$ cat config.mk
export PLATFORM = sky130hd
export DESIGN_NAME = mem_tx_reader
export DESIGN_NICKNAME = d
export VERILOG_FILES = /design/src/rtl/mkio_pkg.sv /design/src/rtl/mem_tx_reader.sv
export SDC_FILE = /design/constraint.sdc
export NUM_CORES = 1
export LEC_CHECK = 0
export BUFFER_PORTS_ARGS = -buffer_cell sky130_fd_sc_hd__buf_2
export CORE_MARGIN = 8
export CORE_UTILIZATION = 45
export CTS_CLUSTER_DIAMETER = 50
export DETAILED_ROUTE_END_ITERATION = 6
export PLACE_DENSITY = 0.72
export SLEW_MARGIN = 15
export SYNTH_ARGS = -nofsm -noshare
export SYNTH_HDL_FRONTEND = slang
export SYNTH_SLANG_ARGS = --single-unit
$ cat constraint.sdc
create_clock -name clk -period 1.9 [get_ports clk]
set_clock_uncertainty 0.05 [all_clocks]
set_input_delay 0.285 -clock clk [delete_from_list [all_inputs] [get_ports clk]]
set_output_delay 0.285 -clock clk [all_outputs]
set_load 0.05 [all_outputs]
$ cat src/rtl/mkio_pkg.sv
// mkio_pkg
// Shared definitions for the MKIO transmit-side blocks.
//   mkio_state_e      : state encoding of the buffer-to-encoder reader FSM
//   mkio_decode_count : turns a word-count field into a real word count,
//                       where a field of zero means a full buffer
//                       (2**aw words)
package mkio_pkg;

  typedef enum logic [1:0] {
    ST_IDLE    = 2'd0,
    ST_FETCH   = 2'd1,
    ST_LOAD    = 2'd2,
    ST_PRESENT = 2'd3
  } mkio_state_e;

  // Widths are passed as plain integers so that one function serves every
  // address width; callers narrow the result to their counter width.
  function automatic int unsigned mkio_decode_count(input int unsigned cnt,
                                                    input int unsigned aw);
    int unsigned result;
    if (cnt == 32'd0) begin
      result = 32'd1 << aw;
    end else begin
      result = cnt;
    end
    return result;
  endfunction

endpackage : mkio_pkg

$ cat src/rtl/mem_tx_reader.sv
// mem_tx_reader
// Streams a block of words out of a registered-read buffer RAM towards the
// serial encoder, one word at a time with a valid/ready handshake.
//
// Ports
//   clk         : single clock, rising edge
//   rst_n       : synchronous active-low reset
//   start       : one-cycle request to begin a block transfer (IDLE only)
//   start_addr  : first buffer address, sampled with start
//   word_cnt    : word count, sampled with start; 0 means 2**ADDR_WIDTH
//   abort       : terminate the transfer in progress
//   rd_addr     : buffer RAM read address (registered)
//   rd_q        : RAM registered read data, valid one clock after rd_addr
//   tx_data     : word offered to the encoder
//   tx_valid    : qualifies tx_data
//   tx_ready    : encoder acceptance; a word moves when valid and ready
//   busy        : high from the cycle after an accepted start until IDLE
//   done        : one-cycle pulse after the last accept or after an abort
module mem_tx_reader
  import mkio_pkg::*;
#(
  parameter int DATA_WIDTH = 16,
  parameter int ADDR_WIDTH = 5
) (
  input  logic                  clk,
  input  logic                  rst_n,
  input  logic                  start,
  input  logic [ADDR_WIDTH-1:0] start_addr,
  input  logic [ADDR_WIDTH-1:0] word_cnt,
  input  logic                  abort,
  output logic [ADDR_WIDTH-1:0] rd_addr,
  input  logic [DATA_WIDTH-1:0] rd_q,
  output logic [DATA_WIDTH-1:0] tx_data,
  output logic                  tx_valid,
  input  logic                  tx_ready,
  output logic                  busy,
  output logic                  done
);

  // One extra bit so a full buffer (2**ADDR_WIDTH words) fits the counter.
  localparam int CNT_WIDTH = ADDR_WIDTH + 1;

  mkio_state_e           state_q,    state_d;
  logic [ADDR_WIDTH-1:0] rd_addr_q,  rd_addr_d;
  logic [CNT_WIDTH-1:0]  cnt_q,      cnt_d;
  logic [DATA_WIDTH-1:0] tx_data_q,  tx_data_d;
  logic                  tx_valid_q, tx_valid_d;
  logic                  busy_q,     busy_d;
  logic                  done_q,     done_d;

  logic [CNT_WIDTH-1:0]  start_cnt;

  // Decoded word count for a start issued this cycle.
  always_comb begin
    start_cnt = CNT_WIDTH'(mkio_decode_count(32'(word_cnt), 32'(ADDR_WIDTH)));
  end

  // Next-state and datapath update for the reader FSM.
  always_comb begin
    state_d   = state_q;
    rd_addr_d = rd_addr_q;
    cnt_d     = cnt_q;
    tx_data_d = tx_data_q;
    done_d    = 1'b0;

    case (state_q)
      ST_IDLE: begin
        // abort alongside start suppresses the start entirely.
        if (start && !abort) begin
          rd_addr_d = start_addr;
          cnt_d     = start_cnt;
          state_d   = ST_FETCH;
        end else begin
          state_d   = ST_IDLE;
        end
      end

      ST_FETCH: begin
        // rd_addr is already on the RAM port; this cycle lets it capture.
        if (abort) begin
          cnt_d   = {CNT_WIDTH{1'b0}};
          done_d  = 1'b1;
          state_d = ST_IDLE;
        end else begin
          state_d = ST_LOAD;
        end
      end

      ST_LOAD: begin
        if (abort) begin
          cnt_d   = {CNT_WIDTH{1'b0}};
          done_d  = 1'b1;
          state_d = ST_IDLE;
        end else begin
          tx_data_d = rd_q;
          state_d   = ST_PRESENT;
        end
      end

      ST_PRESENT: begin
        // abort wins over a simultaneous accept: the word is not counted.
        if (abort) begin
          cnt_d   = {CNT_WIDTH{1'b0}};
          done_d  = 1'b1;
          state_d = ST_IDLE;
        end else if (tx_ready) begin
          cnt_d = cnt_q - CNT_WIDTH'(1);
          if (cnt_q == CNT_WIDTH'(1)) begin
            done_d  = 1'b1;
            state_d = ST_IDLE;
          end else begin
            // Natural wrap of the address register gives modulo addressing.
            rd_addr_d = rd_addr_q + ADDR_WIDTH'(1);
            state_d   = ST_FETCH;
          end
        end else begin
          state_d = ST_PRESENT;
        end
      end

      default: begin
        cnt_d   = {CNT_WIDTH{1'b0}};
        state_d = ST_IDLE;
      end
    endcase

    // Flags derived from the next state so they line up with it exactly.
    tx_valid_d = (state_d == ST_PRESENT);
    busy_d     = (state_d != ST_IDLE);
  end

  // State and output registers with synchronous active-low reset.
  always_ff @(posedge clk) begin
    if (!rst_n) begin
      state_q    <= ST_IDLE;
      rd_addr_q  <= {ADDR_WIDTH{1'b0}};
      cnt_q      <= {CNT_WIDTH{1'b0}};
      tx_data_q  <= {DATA_WIDTH{1'b0}};
      tx_valid_q <= 1'b0;
      busy_q     <= 1'b0;
      done_q     <= 1'b0;
    end else begin
      state_q    <= state_d;
      rd_addr_q  <= rd_addr_d;
      cnt_q      <= cnt_d;
      tx_data_q  <= tx_data_d;
      tx_valid_q <= tx_valid_d;
      busy_q     <= busy_d;
      done_q     <= done_d;
    end
  end

  assign rd_addr  = rd_addr_q;
  assign tx_data  = tx_data_q;
  assign tx_valid = tx_valid_q;
  assign busy     = busy_q;
  assign done     = done_q;

endmodule : mem_tx_reader

==> results of run 1 <==
==> kinds of logic (layout without fill, tap and decap cells) <==
family / count (synthesis) / count (layout) / share of synthesized area, %
compound gates: 55 / 55 / 24.1
flops: 32 / 32 / 40.4
xor+xnor: 1 / 1 / 0.553
fa+ha+maj: 8 / 8 / 6.32
buf+inv: 21 / 81 / 5.13
simple gates: 74 / 74 / 21.4
mux: 3 / 3 / 2.05
==> power by group through the flow <==
stage                     combinational, mW  clock (mW)  sequential (mW)
after detailed placement              0.209           0            0.724
after global routing                  0.228       0.449            0.713
after CTS                             0.209       0.426            0.709
after floorplan                       0.109           0            0.750
after global placement                0.208           0            0.724
final                                 0.209       0.403            0.709
==> layer usage <==
metal	track usage [%]	vias to the layer above	part of all wire (%)
li1	-	791	-
met2	23.3	54	46
met1	18.0	678	44
met3	4.34	7	9.0
met4	5.12	0	1.3
met5	0	-	0
==> synth_stat cells (2+ instances only) <==
cell	count	area share (%)
a31o_1	3	1.7
nand2b_1	5	2.0
a31o_2	2	1.1
nor3_1	3	0.95
a32o_1	4	2.5
a22oi_1	2	0.95
a211oi_1	5	2.4
dfxtp_1	32	40
nor3b_1	2	0.95
inv_1	10	2.4
a21oi_1	22	7.0
nand2_1	44	10
nand3_1	3	0.95
clkbuf_1	9	2.1
ha_1	8	6.3
mux2_2	2	1.4
nor2_1	8	1.9
o31ai_1	3	1.4
or2_2	2	0.79
a31oi_1	5	2.0
==> per-stage QoR <==
step                      instances  cell area (µm²)  power (mW)
after floorplan                 194             1580       0.859
after global placement          292             1940       0.932
after detailed placement        292             1940       0.933
after CTS                       300             2000        1.34
after global routing            300             2000        1.39
final                           300             2000        1.32
==> cell type report <==
| class | instances | area, µm² |
|---|---|---|
| clock buffer | 6 | 51.3 |
| clock inverter | 2 | 10.0 |
| fill | 331 | 1370 |
| inverter | 10 | 37.5 |
| multi-input combinational | 141 | 862 |
| sequential | 32 | 641 |
| tap | 46 | 57.6 |
| timing repair buffer | 63 | 338 |
==> critical path, cell delays in order (launching register included) <==
cell and delay (ps):
dfxtp_1 370, inv_1 90, ha_1 290, or3b_2 510, o31ai_1 280, a31o_2 180
==> sequential cells by signal (all words and copies together) (netlist names) <==
name and cells:
busy 1, tx_valid 1, rd_addr 5, cnt_q 6, done 1, state_q 2, tx_data 16
==> final timing paths <==
kind / start / to / slack, ps
max: state_q[0] / cnt_q[5] / 100
min: rd_q[14] / tx_data[14] / 130
max reg2reg: state_q[0] / cnt_q[5] / 100
min reg2reg: tx_data[14] / tx_data[14] / 410
==> reports/metrics.cfg, run 1 <==
[run_status]
status = finished, final reports clean

[floorplan]
io_pins = 55
start_util_pct = 47.1
die-area_um2 = 5670
die_h_um = 75.3
die_w_um = 75.3
core_area_um2 = 3360
rows = 21

[global_route]
grt_max_degree = 17
grt-ovfl-total = 0
grt_usage_pct = 14.5
grt_pass1_wl_um = 6450
grt_pass1_vias = 1451
antenna_found_initial = 0

[logic_synthesis]
yosysUniqueCellTypes = 40
syn_area_um2 = 1580
syn_area_per_cell_um2 = 8.17
synth_cells = 194
async_flop_share_pct = 0
ys_seq_area_share_pct = 40.4
synthFlopType = dfxtp_1
synth_edf_count = 0
synth.ff_latch_count = 32
yosys_warnings = 0
synth_nets = 233

[power_and_ir_drop]
p_seq_share_pct = 53.6
p_clk_share_pct = 30.5
p_sw_share_pct = 27.9
intPower_uw = 953
powerDensity_nw_per_um2 = 662
irDropWorstVdd_mv = 0.416
power.switching_uw = 368
p_leak_nw = 0.867
pwr-share-comb_pct = 15.8

[sta]
rsz0062_at_grt = false
max-slew-margin-rel_pct = 67.3
layout_worst_path_cycle_share_pct = 94.8
layout_setup_ws_ps = 99.4
final_max_slew_viol_count = 0
fin_hold_ws_ps = 129
fin_setup_tns_ps = 0
finalHoldViolCount = 0
final.min_clock_period_ps = 1800
finalSetupViolCount = 0
tightest_slew_ps = 490
timing.fmax_mhz = 555

[routing]
wl_per_cell_um = 13.5
wl_um = 4040
vias = 1530
firstDrtPassIters = 4
routed_via_density = 5.10
drt-initial-drc-count = 61
drc = 0
antenna_left = 0

[clock_tree]
clock-sinks = 32
cts_buffer_depth = 2
clk_latency_ps = 330
post-cts-setup-buffers = 0
cts_inserted_buffers = 5
tritoncts = built
cts_resized = 0
cts_htree_levels = 2
clkTransAtPathRegs_ps = 100
hold_buffers = 0
root_buffer = clkbuf_4

[setup_path]
ff2ff_path_depth = 5
worstPathArrival_ps = 2030
path_max_fanout = 7
criticalPathCategory = reg -> reg
startpoint_type = flip-flop
end_kind = flip-flop
crit_required_ps = 2130

[finish]
drive_gt1_share_pct = 32.3
num_antenna_cells = 0
layout_common_cells = buf_2, nand2_1, dfxtp_1
syn_to_final_growth_pct = 26.1
postLayoutCoreUtil_pct = 59.4
layout_commonest_cell = buf_2
fin_nets = 292

[min_path]
hold_path_depth = 3
hold_path_class = in -> reg

[placed_design]
hpwlAfterDp_um = 3140
dp_slack_ps = 130
numPortBuffers = 54
globalplace.congestion = 0.878

[run]
maxCapViolCount = 0

Note: power is estimated with default switching activity, not from simulation.
==> inputs of run 2 (changes only) <==
- GPL_TIMING_DRIVEN: not set -> 0
- RECOVER_POWER: not set -> 100
==> run 2 against run 1 <==
Final cell count unchanged. Hold slack improved by 8.1 ps. Core utilization shrank 1.6 points. Sequential cell count did not move. Non-clock buffer count unchanged. Maximum frequency is 0.45% higher. Wire length about the same. Design area is 2.6% lower. Sequential share of layout area up 0.93 points. First-iteration DRC count up 49%. Die area stayed put. Largest power group unchanged. Highest routed layer unchanged.
==> reports/metrics.cfg, run 2 (synthesized netlist as in run 1, its figures left out) <==
[setup_path]
r2r_start = state_q[0]
path_max_fanout = 9  ; +2
startpoint_type = flip-flop
ff2ff_path_depth = 6  ; +1
worstReg2RegEnd = cnt_q[2]
criticalPathCategory = reg -> reg
r2r_slack_ps = 110  ; about the same
worstPathArrival_ps = 1970  ; -60 ps
end_kind = flip-flop
crit_required_ps = 2080  ; -50 ps

[clock_tree]
tritoncts = built
cts_htree_levels = 2  ; unchanged
clock-sinks = 32  ; unchanged
clk_latency_ps = 320  ; about the same
cts_buffer_depth = 2  ; unchanged
root_buffer = clkbuf_4
clkTransAtPathRegs_ps = 100  ; about the same
cts_inserted_buffers = 5  ; unchanged

[finish]
fin_cells = 300  ; unchanged
fin_nets = 292  ; unchanged
postLayoutCoreUtil_pct = 57.8  ; -1.6 points
largest_reg_flops = 16  ; unchanged
syn_to_final_growth_pct = 22.7
final_area_um2 = 1940  ; -2.6%
fillCellCount = 349  ; +5.4%
regArea_um2 = 642  ; +0.20%
num_antenna_cells = 0  ; unchanged
multi_input_area_um2 = 866  ; +0.44%
layout_commonest_cell = nand2_1
drive_gt1_share_pct = 21.7  ; -11 points
layout_common_cells = nand2_1, dfxtp_1, clkbuf_1

[min_path]
hold_path_class = in -> reg
min-delay-start = rd_q[2]
hold_path_depth = 3  ; unchanged
min_to = tx_data[2]

[run_status]
status = finished, final reports clean

[floorplan]
die_h_um = 75.3  ; unchanged
io_pins = 55  ; unchanged
start_util_pct = 47.1  ; unchanged
die_w_um = 75.3  ; unchanged
rows = 21  ; unchanged
die-area_um2 = 5670  ; unchanged
core_area_um2 = 3360  ; unchanged

[global_route]
grt_usage_pct = 14.1  ; -0.43 points
grt_max_degree = 11  ; -6
grt_pass1_wl_um = 6330  ; -1.9%
grt_pass1_vias = 1410  ; -2.8%
grt-ovfl-total = 0  ; unchanged
antenna_found_initial = 0  ; unchanged

[sta]
fin_hold_ws_ps = 137  ; +8.12 ps
tightest_slew_ps = 619  ; +129 ps
final.min_clock_period_ps = 1790  ; -7.98 ps
max-slew-margin-rel_pct = 58.9  ; -8.4 points
layout_worst_path_cycle_share_pct = 94.3  ; -0.42 points
finalSetupViolCount = 0  ; unchanged
layout_setup_ws_ps = 107  ; +7.98 ps
final_max_slew_viol_count = 0  ; unchanged
finalHoldViolCount = 0  ; unchanged
rsz0062_at_grt = false
fin_setup_tns_ps = 0  ; unchanged
timing.fmax_mhz = 558  ; +0.45%

[routing]
wl_per_cell_um = 13.5  ; about the same
firstDrtPassIters = 4  ; unchanged
drt-initial-drc-count = 91  ; +49%
antenna_left = 0  ; unchanged
routed_via_density = 5.15  ; +0.98%
wl_um = 4050  ; about the same
vias = 1545  ; +0.98%
drc = 0  ; unchanged

[placed_design]
globalplace.congestion = 0.861  ; -1.9%
dpl.cell_count = 293  ; +0.34%
placed_area_um2 = 1910  ; -1.5%
dp_slack_ps = 6.52  ; -124 ps
hpwlAfterDp_um = 3080  ; -1.8%
numPortBuffers = 53  ; -1.9%

[power_and_ir_drop]
power.switching_uw = 369  ; +0.28%
intPower_uw = 945  ; -0.83%
irDropWorstVdd_mv = 0.333  ; -20%
powerDensity_nw_per_um2 = 676  ; +2.2%
p_seq_share_pct = 54.0  ; +0.4 points
p_clk_share_pct = 30.8  ; +0.3 points
power.total_mw = 1.31  ; -0.52%
p_leak_nw = 0.735  ; -15%
pwr-share-comb_pct = 15.2  ; -0.6 points
p_sw_share_pct = 28.1  ; +0.22 points

[run]
maxCapViolCount = 0  ; unchanged

run 2: area by class of cell:
cell class	count	share of cell area, %
Timing Repair Buffer	53	12.1
Clock inverter	2	0.515
Sequential cell	32	33.0
Buffer	10	2.32
Inverter	10	1.93
Multi-Input combinational cell	141	44.5
Clock buffer	6	2.64
Tap cell	46	2.96
run 2: worst max-delay path, stage by stage, from the launching register on:
cell and delay (ps):
dfxtp_1 380, ha_1 150, clkbuf_4 170, nand2b_1 120, a21o_4 260, and2_0 260
a32o_1 300
run 2: repair_timing:
item                       CTS  global route
setup endpoints to repair    2            18
setup buffers                0             0
hold buffers                 0             0
gates resized for setup      1             8
pin swaps                    1             0
run 2: how the worst max path moves through the flow:
stage | from | endpoint | slack, ps | cells after the start
after floorplan | state_q[0] | rd_addr[3] | 250 | 5
after global placement | state_q[0] | cnt_q[5] | 4 | 6
after detailed placement | state_q[0] | tx_data[11] | 7 | 7
after CTS | state_q[0] | cnt_q[5] | 4 | 6
after global routing | state_q[1] | busy | 20 | 6
final | state_q[0] | cnt_q[2] | 110 | 6
run 2: layer usage:
metal  share of wire [%]  routed length [µm]  up-vias  track usage [%]
li1                    -                   -      797                -
met1                  46                1850      696             18.1
met2                  45                1810       46             21.9
met3                 8.6                 347        6             4.87
met4                0.94                  38        0             3.84
met5                   0                   0        -                0
run 2: power by group through the flow:
stage | clock [mW] | sequential [mW] | combinational [mW]
global route | 0.442 | 0.713 | 0.220
floorplan | 0 | 0.750 | 0.109
CTS | 0.417 | 0.710 | 0.203
global placement | 0 | 0.725 | 0.201
finish | 0.405 | 0.710 | 0.200
detailed placement | 0 | 0.725 | 0.202
==> inputs of run 3 (changes only) <==
- CORE_UTILIZATION: 45 -> 49
- PLACE_DENSITY: 0.72 -> 0.77
==> run 3 against run 2 <==
Worst setup slack worse by 51 ps. Global-route usage rose by 1.3 points. Wire length increased by 2.3%. Final cell count fell by 0.33%. Sequential share of layout area decreased by 0.50 points. Critical path depth fell by 2. Clock-buffer cell count is 1 higher. Highest routed layer unchanged.
==> reports/metrics.cfg, run 3 (synthesized netlist as in run 1, its figures left out) <==
[run]
maxCapViolCount = 0  ; unchanged

[placed_design]
globalplace.congestion = 0.933  ; +8.4%
numPortBuffers = 53  ; unchanged
hpwlAfterDp_um = 3080  ; about the same
dpl.cell_count = 291  ; -0.68%
dp_slack_ps = -24.1  ; -30.6 ps

[clock_tree]
clock-sinks = 32  ; unchanged
cts_inserted_buffers = 5  ; unchanged
hold_buffers = 0  ; unchanged
post-cts-setup-buffers = 0  ; unchanged
cts_htree_levels = 2  ; unchanged
clkTransAtPathRegs_ps = 100  ; about the same
tritoncts = built
root_buffer = clkbuf_4
clk_latency_ps = 330  ; about the same
cts_buffer_depth = 2  ; unchanged

[floorplan]
die_w_um = 72.9  ; -3.3%
start_util_pct = 51.9  ; +4.8 points
io_pins = 55  ; unchanged
core_area_um2 = 3050  ; -9.2%
die-area_um2 = 5310  ; -6.5%
rows = 20  ; -4.8%
die_h_um = 72.9  ; -3.3%

[routing]
drc = 0  ; unchanged
vias = 1576  ; +2.0%
drt-initial-drc-count = 77  ; -15%
antenna_left = 0  ; unchanged
firstDrtPassIters = 4  ; unchanged
wl_per_cell_um = 13.8  ; +2.7%
routed_via_density = 5.27  ; +2.3%
wl_um = 4140  ; +2.3%

[sta]
final_max_slew_viol_count = 0  ; unchanged
finalSetupViolCount = 0  ; unchanged
layout_setup_ws_ps = 56.5  ; -50.9 ps
fin_hold_ws_ps = 128  ; -9.23 ps
timing.fmax_mhz = 542  ; -2.8%
finalHoldViolCount = 0  ; unchanged
final.min_clock_period_ps = 1840  ; +50.9 ps
tightest_slew_ps = 612  ; -6.73 ps
layout_worst_path_cycle_share_pct = 97.0  ; +2.7 points
rsz0062_at_grt = false
fin_setup_tns_ps = 0  ; unchanged
max-slew-margin-rel_pct = 59.4  ; +0.45 points

[setup_path]
end_kind = flip-flop
criticalPathCategory = reg -> reg
path_max_fanout = 6  ; -3
crit_required_ps = 2080  ; about the same
startpoint_type = flip-flop
worstPathArrival_ps = 2020  ; +50 ps

[global_route]
grt_pass1_vias = 1429  ; +1.3%
antenna_found_initial = 0  ; unchanged
grt_usage_pct = 15.4  ; +1.3 points
grt_pass1_wl_um = 6530  ; +3.2%
grt_max_degree = 11  ; unchanged
grt-ovfl-total = 0  ; unchanged

[finish]
layout_common_cells = nand2_1, clkbuf_1, buf_2, dfxtp_1, a21oi_1
largest_reg_flops = 16  ; unchanged
drive_gt1_share_pct = 22.0  ; +0.31 points
postLayoutCoreUtil_pct = 64.8  ; +7.0 points
layout_commonest_cell = nand2_1
fin_cells = 299  ; -0.33%
fin_nets = 293  ; +0.34%
num_antenna_cells = 0  ; unchanged
syn_to_final_growth_pct = 24.9

[run_status]
status = finished, final reports clean

[power_and_ir_drop]
p_leak_nw = 0.751  ; +2.1%
irDropWorstVdd_mv = 0.515  ; +55%
powerDensity_nw_per_um2 = 754  ; +12%

[min_path]
hold_path_class = in -> reg

run 3: cell count changes in the layout (fill, tap and decap cells not counted), sizes merged:
cell / before / now
clkbuf: 40 / 41
buf: 29 / 30
bufinv: 0 / 1
clkinv: 2 / 0
run 3: report_power, final:
group | switching, mW | internal, mW | total (mW)
sequential | 0.0200 | 0.689 | 0.709
combinational | 0.122 | 0.0804 | 0.203
clock | 0.231 | 0.349 | 0.580
total | 0.373 | 1.12 | 1.49
run 3: what timing repair did:
| item | 4_1_cts | 5_1_grt |
|---|---|---|
| setup endpoints to repair | 5 | 9 |
| hold endpoints to repair | 0 | 0 |
| pin swaps | 1 | 0 |
| resized for setup | 2 | 9 |
run 3: stage by stage:
| step | cell area [µm²] | total power, mW |
|---|---|---|
| 3_3_place_gp | 1900 | 0.926 |
| 2_1_floorplan | 1580 | 0.859 |
| 3_5_place_dp | 1900 | 0.928 |
| 6_report | 1980 | 1.49 |
| 5_1_grt | 1980 | 1.57 |
| 4_1_cts | 2010 | 1.51 |
run 3: final cells by class:
class / instances / area (µm²)
fill: 314 / 1070
multi-input combinational: 141 / 862
sequential: 32 / 643
timing repair buffer: 53 / 235
clock buffer: 7 / 65.1
tap: 44 / 55.1
buffer: 11 / 50.0
inverter: 10 / 37.5
clock inverter: 1 / 30.0
run 3: path summary, 6_finish.rpt:
kind | end | from | slack (ps) | cells after the start
max reg2reg | rd_addr[0] | cnt_q[3] | 60 | 4
min reg2reg | tx_data[9] | tx_data[9] | 410 | 2
min | tx_data[9] | rd_q[9] | 130 | 3
max | rd_addr[0] | cnt_q[3] | 60 | 4
run 3: worst max-delay path, cell delays in order, from the launching register on:
cell and delay [ps]:
dfxtp_1 360, or3_4 400, o311a_1 440, and2_2 280, a32o_1 220
run 3: metal layers:
metal / up-vias / track usage [%] / share of wire, %
met5: - / 0 / 0
met4: 0 / 6.89 / 1.6
met3: 8 / 6.18 / 8.3
met2: 55 / 23.5 / 45
met1: 714 / 18.6 / 45
li1: 799 / - / -
